## src/rtl/block_padder.sv

```systemverilog
// Packs a byte-wide message stream MSB-first into block_size-bit blocks and
// appends ISO/IEC 7816-4 padding (0x80 then zeros) after the last message byte.
module block_padder #(
  parameter int block_size = 64
) (
  input  logic                  clk,
  input  logic                  rst,
  input  logic [7:0]            s_axis_tdata,
  input  logic                  s_axis_tvalid,
  output logic                  s_axis_tready,
  input  logic                  s_axis_tlast,
  output logic [block_size-1:0] m_axis_tdata,
  output logic                  m_axis_tvalid,
  input  logic                  m_axis_tready,
  output logic                  m_axis_tlast
);

  localparam int N  = block_size / 8;
  localparam int CW = (N > 1) ? $clog2(N) : 1;
  localparam logic [CW-1:0] LAST_IDX = CW'(N - 1);
  localparam logic [block_size-1:0] PAD_BLOCK = {8'h80, {(block_size - 8){1'b0}}};

  typedef enum logic {FILL, PAD} state_t;

  state_t                  state_reg, state_next;
  logic [block_size-1:0]   asm_reg, asm_next;
  logic [block_size-1:0]   data_reg, data_next;
  logic [CW-1:0]           cnt_reg, cnt_next;
  logic                    valid_reg, valid_next;
  logic                    last_reg, last_next;
  logic [block_size-1:0]   merged;
  logic [block_size-1:0]   padded;
  logic                    slot_free;
  logic                    byte_fire;

  // merged = assembly register with the incoming byte dropped into lane cnt;
  // padded additionally places 0x80 in lane cnt+1 (later lanes are already zero).
  for (genvar gi = 0; gi < N; gi++) begin : g_lane
    localparam int HI = block_size - 1 - 8 * gi;
    assign merged[HI -: 8] = (cnt_reg == CW'(gi)) ? s_axis_tdata : asm_reg[HI -: 8];
    if (gi == 0) begin : g_first
      assign padded[HI -: 8] = merged[HI -: 8];
    end else begin : g_rest
      assign padded[HI -: 8] = (cnt_reg == CW'(gi - 1)) ? 8'h80 : merged[HI -: 8];
    end
  end

  assign slot_free     = ~valid_reg | m_axis_tready;
  assign s_axis_tready = ~rst & (state_reg == FILL) & slot_free;
  assign byte_fire     = s_axis_tvalid & s_axis_tready;

  always_comb begin
    state_next = state_reg;
    asm_next   = asm_reg;
    cnt_next   = cnt_reg;
    data_next  = data_reg;
    last_next  = last_reg;
    valid_next = valid_reg & ~m_axis_tready;

    case (state_reg)
      FILL: begin
        if (byte_fire) begin
          if (cnt_reg == LAST_IDX) begin
            // Full block: if it also ends the message, padding spills into a new block.
            data_next  = merged;
            valid_next = 1'b1;
            last_next  = 1'b0;
            cnt_next   = '0;
            asm_next   = '0;
            if (s_axis_tlast) state_next = PAD;
          end else if (s_axis_tlast) begin
            data_next  = padded;
            valid_next = 1'b1;
            last_next  = 1'b1;
            cnt_next   = '0;
            asm_next   = '0;
          end else begin
            asm_next = merged;
            cnt_next = cnt_reg + CW'(1);
          end
        end
      end
      PAD: begin
        if (slot_free) begin
          data_next  = PAD_BLOCK;
          valid_next = 1'b1;
          last_next  = 1'b1;
          state_next = FILL;
        end
      end
      default: state_next = FILL;
    endcase
  end

  always_ff @(posedge clk or posedge rst) begin
    if (rst) begin
      state_reg <= FILL;
      asm_reg   <= '0;
      cnt_reg   <= '0;
      data_reg  <= '0;
      valid_reg <= 1'b0;
      last_reg  <= 1'b0;
    end else begin
      state_reg <= state_next;
      asm_reg   <= asm_next;
      cnt_reg   <= cnt_next;
      data_reg  <= data_next;
      valid_reg <= valid_next;
      last_reg  <= last_next;
    end
  end

  assign m_axis_tdata  = data_reg;
  assign m_axis_tvalid = valid_reg;
  assign m_axis_tlast  = last_reg;

endmodule

```

## config.mk

```make
export PLATFORM = sky130hd
export DESIGN_NAME = block_padder
export DESIGN_NICKNAME = d
export VERILOG_FILES = /design/src/rtl/block_padder.sv
export SDC_FILE = /design/constraint.sdc
export NUM_CORES = 1
export LEC_CHECK = 0
export CAP_MARGIN = 20
export CORE_UTILIZATION = 30
export CTS_BUF_LIST = sky130_fd_sc_hd__clkbuf_4 sky130_fd_sc_hd__clkbuf_8
export CTS_CLUSTER_SIZE = 24
export DETAILED_ROUTE_END_ITERATION = 12
export PLACE_DENSITY = 0.5
export REMOVE_ABC_BUFFERS = 1
export SLEW_MARGIN = 25
export SYNTH_ARGS = -nofsm -noshare
export SYNTH_HDL_FRONTEND = slang
export SYNTH_SLANG_ARGS = --single-unit
```

## constraint.sdc

```tcl
create_clock -name clk -period 8.7 [get_ports clk]
set_input_delay 1.305 -clock clk [delete_from_list [all_inputs] [get_ports clk]]
set_output_delay 1.305 -clock clk [all_outputs]
set_load 0.01 [all_outputs]
```

Word level (Yosys, flattened, before mapping)
Index checks and enable logic that the tools add are counted.

Register bits after elaboration: 134. Input bits: 13. Output and inout bits: 67. Logic and storage cells: 68.

Add/subtract/negate cells: 1. Eq/ne operators: 10. Mux-type cells: 39. Bitwise gates (word level): 9. Reductions and logical operators: 3.

Operators with widths (number): 2-to-1 mux 64 bit (6); one-hot mux 64 bit (2 select lines) (1); 2-to-1 mux 8 bit (15); equality test 3 bit (second input constant) (4); 2-to-1 mux 1 bit (12); equality test 3 x 2 -> 1 bit (second input constant) (2); 2-to-1 mux 3 bit (2); one-hot mux 1 bit (2 select lines) (3); AND 1 bit (4); NOT 1 bit (4); adder 3 x 1 -> 3 bit (second input constant) (1); equality test 3 x 1 -> 1 bit (second input constant) (1); zero test 3 bit (1); inequality test 3 bit (second input constant) (1); AND reduction 3 bit (1); inequality test 2 x 1 -> 1 bit (second input constant) (1); inequality test 2 bit (second input constant) (1); AND reduction 2 bit (1); OR 1 bit (1).

Depth between registers and ports, before layout
Gate-level depths: netlist (run 1).

Depth in word-level cells: 7. Mapped depth: 9. Mapped depth without buffers: 6.

Least setup slack after synthesis (run 1)
OpenSTA, ideal clock, no wires.

Path kind: input to output. From: input m_axis_tready. To: output s_axis_tready. Arrival: 1.701 ns. Path slack: 5.694 ns. Stages on the path: 3. Buffers on the path: 1. Cell sequence: nor2b_4 > buf_6 > nor3_1.

Longest elaborated chain between the ends: 2.

Ends and longest elaborated chain: start: declaration (RTL line 14) `input logic m_axis_tready,`; OR 1 bit (RTL line 48) `assign slot_free = ~valid_reg | m_axis_tready;`; AND 1 bit (RTL line 49) `assign s_axis_tready = ~rst & (state_reg == FILL) & slot_free;`; end: declaration (RTL line 10) `output logic s_axis_tready,`.

No other way between the ends.

Worst setup path after layout (run 1)
Ends and elaborated chain as after synthesis.

==> results of run 1 <==
cell usage after synthesis (all sizes together) (3+ instances only):
| library cell | count | share of area |
|---|---|---|
| a21oi | 5 | 0.0041 |
| nand2 | 19 | 0.012 |
| nor2b | 5 | 0.0063 |
| dfrtp | 134 | 0.55 |
| inv | 7 | 0.0043 |
| nor3 | 4 | 0.0033 |
| a32o | 15 | 0.024 |
| and2 | 9 | 0.0096 |
| o21ai | 10 | 0.0081 |
| nor2 | 15 | 0.011 |
| or3 | 3 | 0.0031 |
| mux2i | 50 | 0.081 |
| nand2b | 7 | 0.0071 |
| clkbuf | 24 | 0.015 |
| o31ai | 50 | 0.062 |
| ha | 7 | 0.014 |
| a22o | 65 | 0.093 |
| buf | 31 | 0.027 |
| nand3 | 58 | 0.047 |
layout make-up:
| type | count | area [sq um] | share of cell area |
|---|---|---|---|
| Clock buffer | 25 | 313 | 0.0421 |
| Sequential cell | 134 | 3350 | 0.451 |
| Tap cell | 270 | 338 | 0.0455 |
| Multi-Input combinational cell | 340 | 2530 | 0.340 |
| Clock inverter | 5 | 25.0 | 0.00337 |
| Timing Repair Buffer | 86 | 843 | 0.114 |
| Inverter | 7 | 28.8 | 0.00387 |
cells by family after synthesis:
| kind of cell | count (synthesis) |
|---|---|
| buffers and inverters | 62 |
| AOI/OAI and AO/OA | 157 |
| and+or+nand+nor | 126 |
| adders and majority gates | 7 |
| muxes | 50 |
| DFF | 134 |
per-layer routing:
layer	GRT usage	wire length [um]	up-vias
li1	-	-	2113
met1	0.246	8420	2397
met2	0.273	8260	142
met3	0.0358	904	17
met4	0.0558	195	0
met5	0	0	-
metrics by stage:
stage | hold WS [ps] | worst slack (ps) | utilization
final | 495 | 4830 | 0.368
after detailed placement | 475 | 4630 | 0.352
after global placement | 477 | 4730 | 0.351
after floorplan | 458 | 3810 | -
after CTS | 498 | 4820 | 0.368
after global routing | 517 | 4710 | 0.368
power by group:
group	internal, mW	total, mW	switching [mW]	leakage, nW
combinational	0.210	0.431	0.222	1.38
clock	0.230	0.461	0.231	0.186
sequential	0.712	0.771	0.0592	1.82
total	1.15	1.66	0.512	3.39
final timing paths:
check | startpoint | end | depth (start not counted)
setup / recovery | m_axis_tready | s_axis_tready | 4
hold / removal | asm_reg[63] | asm_reg[63] | 1
setup reg to reg | cnt_reg[2] | m_axis_tdata[31] | 6
hold reg to reg | asm_reg[63] | asm_reg[63] | 1
max in group asynchronous | rst | m_axis_tdata[17] | 3
min in group asynchronous | rst | state_reg | 2
==> run_results.csv, run 1 <==
group,metric,value,unit
synth,synth-simple-area-share,0.106,
power,power,1.66,mW
timing,final-setup-viol-count,0,
setup_path,cp_num_buf_inv,2,
route,wl,17800,um
die,initial_core_util,0.305,
final_layout,final_cell_area,7430,sq um
synth,synth_cell_type_count,42,
setup_path,cpMaxStageDelayCell,"clkdlybuf4s50_1",
synth,yosysWarnings,0,
route,num_vias,4669,
synth,synth_adder_area_share,0.0142,
die,core_area,20200,sq um
synth,synth-seq-cells,134,
global_route,grt_overflow,0,
timing,hold_viol,0,
clocking,cts_buffers,17,
die,io_pins,80,
setup_path,r2r_slack,5080,ps
clocking,worstSkewPairLatency,450,ps
die,die_w,145,um
synth,muxShareOfSynthArea,0.0814,
setup_path,crit_family,"buffers and inverters",
setup_path,worstSetupEndpointType,"output pin",
synth,synth_edf_count,0,
global_route,grt_pass1_vias,4781,
global_route,grt_pass1_wl,28200,um
synth,yosys.area_share.xor_xnor,0,
placement,hpwl,11000,um
timing,tns,0,ps
synth,synth_compound_area_frac,0.207,
synth,synth_flop_cell,"dfrtp_1",
timing,fin_crit_sh,0.445,
die,rows,52,
final_layout,final_cell_mix,"dfrtp_1 (134), clkdlybuf4s50_1 (79), a22o_1 (65), nand3_1 (58), mux2i_1 (50)",
hold_path,hp-class,"flip-flop to flip-flop",
setup_path,cpPeakStageDelay,560,ps
timing,relSlewSlack,0.369,
die,die-area,21100,sq um
final_layout,antenna_cells,0,
die,dieHeight,145,um
synth,ys_async_sr_fraction,1.00,
timing,drv_slew,0,
run,drv_cap,0,
synth,syn_area_per_cell,11.5,sq um
run_status,status,"finished clean",
synth,synth_cells,536,
clocking,ctsHoldBuffers,0,
setup_path,crit_arrival,2570,ps
setup_path,cp.required,7390,ps
placement,place_inst,837,
global_route,antenna_found_initial,0,
setup_path,crit_path_frequent_cell,"clkdlybuf4s50_1",
synth,synth_top_family_by_area,"compound AO/OA/AOI/OAI gates",
power,peakVddDrop,0.107,mV
final_layout,finalNonFillerCells,867,
route,drt-initial-drc-count,321,
route,vias_per_cell,5.39,
power,p_leak,3.39,nW
clocking,clk_path_buf_depth,2,
synth,netlist_area,6150,sq um
placement,io_buffer_count,79,
clocking,cts_root_buf,"clkbuf_8",
global_route,track_usage,0.176,
timing,finalCriticalPeriod,3870,ps
final_layout,drive_gt1_frac,0.0854,
final_layout,nets,606,
route,ant_nets,0,
setup_path,critical_path_class,"input port to output pin",
clocking,tritoncts,"yes",
global_route,grt_max_degree,71,
placement,place.gp.congestion,0.742,
clocking,clock_sinks,134,
final_layout,fillers,2009,
clocking,cts_max_level,4,
timing,rsz0062_at_grt,"no",
synth,yosysSeqAreaShare,0.545,
placement,postPlaceCellArea,7090,sq um
clocking,postCtsSetupBuffers,0,
timing,fmax,258,MHz
final_layout,final_common_cell,"dfrtp_1",
setup_path,critPathMaxFanout,8,
clocking,path_clk_slew,70,ps
clocking,post_cts_resize_count,0,
route,drtPass1Iterations,5,
setup_path,crit_chain,"clkdlybuf4s50_1 > nor2b_4 > nor3_1 > clkdlybuf4s50_1",
timing,finClkSkew,8.87,ps
timing,worstMarginPinSlew,945,ps
route,wl_per_cell,20.5,um
route,drc,0,
final_layout,area_growth_syn_to_layout,20.8,%
power,powerDensity,224,nW/um^2
setup_path,start_kind,"input port",
Power figures use the tool's default switching activity.
==> run 2: changes to the inputs <==
PLACE_DENSITY = 0.51   (was 0.5)
clock period = 3.35 ns   (was 8.7 ns; I/O delays follow)
==> run 2 against run 1 <==
Against the previous run:
- combinational power rose to 2.7 times the previous value
- cell area up 1.9%
- die area unchanged
- critical endpoint is now m_axis_tdata[3]
==> run_results.csv, run 2 (same netlist as run 1, synthesis figures left out) <==
group,metric,value,unit
run_status,status,"finished clean",
global_route,antenna_found_initial,0,
route,ant_nets,0,
setup_path,critical_path_class,"flip-flop to flip-flop",
setup_path,crit_path_frequent_cell,"nor2_1",
hold_path,hp-class,"flip-flop to flip-flop",
global_route,track_usage,0.177,
setup_path,cpPeakStageDelay,670,ps
final_layout,fillers,2021,
timing,final-setup-viol-count,0,
timing,rsz0062_at_grt,"no",
placement,place.gp.congestion,0.771,
die,core_area,20200,sq um
timing,fin_crit_sh,0.730,
timing,finalCriticalPeriod,2440,ps
setup_path,crit_chain,"ha_1 > nor2_1 > or3_2 > buf_4 > nor2_1 > a32o_1",
global_route,grt_max_degree,65,
clocking,postCtsSetupBuffers,0,
route,drtPass1Iterations,4,
route,wl,18000,um
route,wl_per_cell,20.5,um
final_layout,drive_gt1_frac,0.102,
timing,holdWs,501,ps
timing,finClkSkew,18.9,ps
setup_path,critPathMaxFanout,27,
die,die-area,21100,sq um
setup_path,start_kind,"flip-flop",
setup_path,worstSetupEndpointType,"flip-flop",
timing,drv_slew,0,
setup_path,cpMaxStageDelayCell,"dfrtp_1",
final_layout,area_growth_syn_to_layout,23.0,%
placement,io_buffer_count,79,
timing,worstMarginPinSlew,943,ps
route,drc,0,
clocking,cts_max_level,4,
clocking,path_clk_slew,70,ps
power,peakVddDrop,0.232,mV
route,vias_per_cell,5.31,
final_layout,final_cell_mix,"dfrtp_1 (134), clkdlybuf4s50_1 (79), a22o_1 (65), nand3_1 (58), mux2i_1 (50)",
final_layout,final_common_cell,"dfrtp_1",
clocking,ctsHoldBuffers,0,
clocking,cts_buffers,17,
setup_path,cp.required,3720,ps
global_route,grt_overflow,0,
clocking,post_cts_resize_count,0,
placement,place_inst,847,
power,powerDensity,593,nW/um^2
clocking,tritoncts,"yes",
clocking,worstSkewPairLatency,450,ps
final_layout,finalNonFillerCells,879,
final_layout,nets,616,
clocking,clock_sinks,134,
die,rows,52,
clocking,clk_path_buf_depth,2,
route,num_vias,4670,
route,drt-initial-drc-count,390,
run,drv_cap,0,
placement,hpwl,11700,um
die,io_pins,80,
setup_path,crit_arrival,2820,ps
placement,postPlaceCellArea,7170,sq um
die,initial_core_util,0.305,
global_route,grt_pass1_vias,4861,
timing,hold_viol,0,
power,power,4.49,mW
die,die_w,145,um
global_route,grt_pass1_wl,28400,um
clocking,cts_root_buf,"clkbuf_8",
die,dieHeight,145,um
final_layout,final_cell_area,7570,sq um
power,p_leak,3.45,nW
final_layout,antenna_cells,0,
timing,relSlewSlack,0.370,
timing,fmax,409,MHz
==> run 2: cell count changes in the layout (fill, tap and decap cells not counted), moves of 2 or more <==
cell | previous run | this run
clkbuf_4 | 5 | 0
buf_4 | 7 | 16
clkinv_4 | 0 | 3
inv_6 | 0 | 2
clkbuf_8 | 20 | 18
clkinvlp_4 | 0 | 5
bufinv_16 | 0 | 2
clkinv_2 | 5 | 2
==> run 2: report_power, final <==
| group | switching, mW | internal (mW) | total (mW) | leakage [nW] |
|---|---|---|---|---|
| Clock | 0.662 | 0.684 | 1.35 | 0.188 |
| Combinational | 0.588 | 0.557 | 1.15 | 1.44 |
| Sequential | 0.151 | 1.85 | 2.00 | 1.82 |
==> run 2: final timing paths <==
path | slack, ps | startpoint | depth (start not counted) | to
max | 910 | cnt_reg[2] | 6 | m_axis_tdata[3]
min | 500 | asm_reg[29] | 1 | asm_reg[29]
max reg2reg | 910 | cnt_reg[2] | 6 | m_axis_tdata[3]
min reg2reg | 500 | asm_reg[29] | 1 | asm_reg[29]
max in group asynchronous | 2010 | rst | 3 | asm_reg[26]
min in group asynchronous | 550 | rst | 2 | asm_reg[60]
==> run 2: per-stage QoR <==
stage	TNS (ps)	utilization	worst slack [ps]
after floorplan	-98520	-	-735
after global placement	0	0.355	755
after detailed placement	0	0.355	678
after CTS	0	0.375	894
after global routing	0	0.375	720
final	0	0.375	905
==> run 2: worst max-delay path: cells and delay by family (launching register included) <==
family,cells,cell delay (ps)
simple gates,3,970
fa+ha+maj,1,260
compound gates,1,210
flops,1,670
buf+inv,1,250
==> run 2: layout make-up <==
cell class | count | area [sq um] | share of cell area
Tap cell | 270 | 338 | 0.0447
Sequential cell | 134 | 3350 | 0.443
Inverter | 7 | 28.8 | 0.00380
Timing Repair Buffer | 96 | 931 | 0.123
Clock inverter | 14 | 151 | 0.0200
Clock buffer | 18 | 248 | 0.0327
Multi-Input combinational cell | 340 | 2520 | 0.333
==> run 2: metal layers <==
layer  wire length, um  share of wire  global-route usage
met5                 0              0                   0
met4               129         0.0072              0.0521
met3              1350          0.075              0.0428
met2              8380           0.46               0.281
met1              8180           0.45               0.240
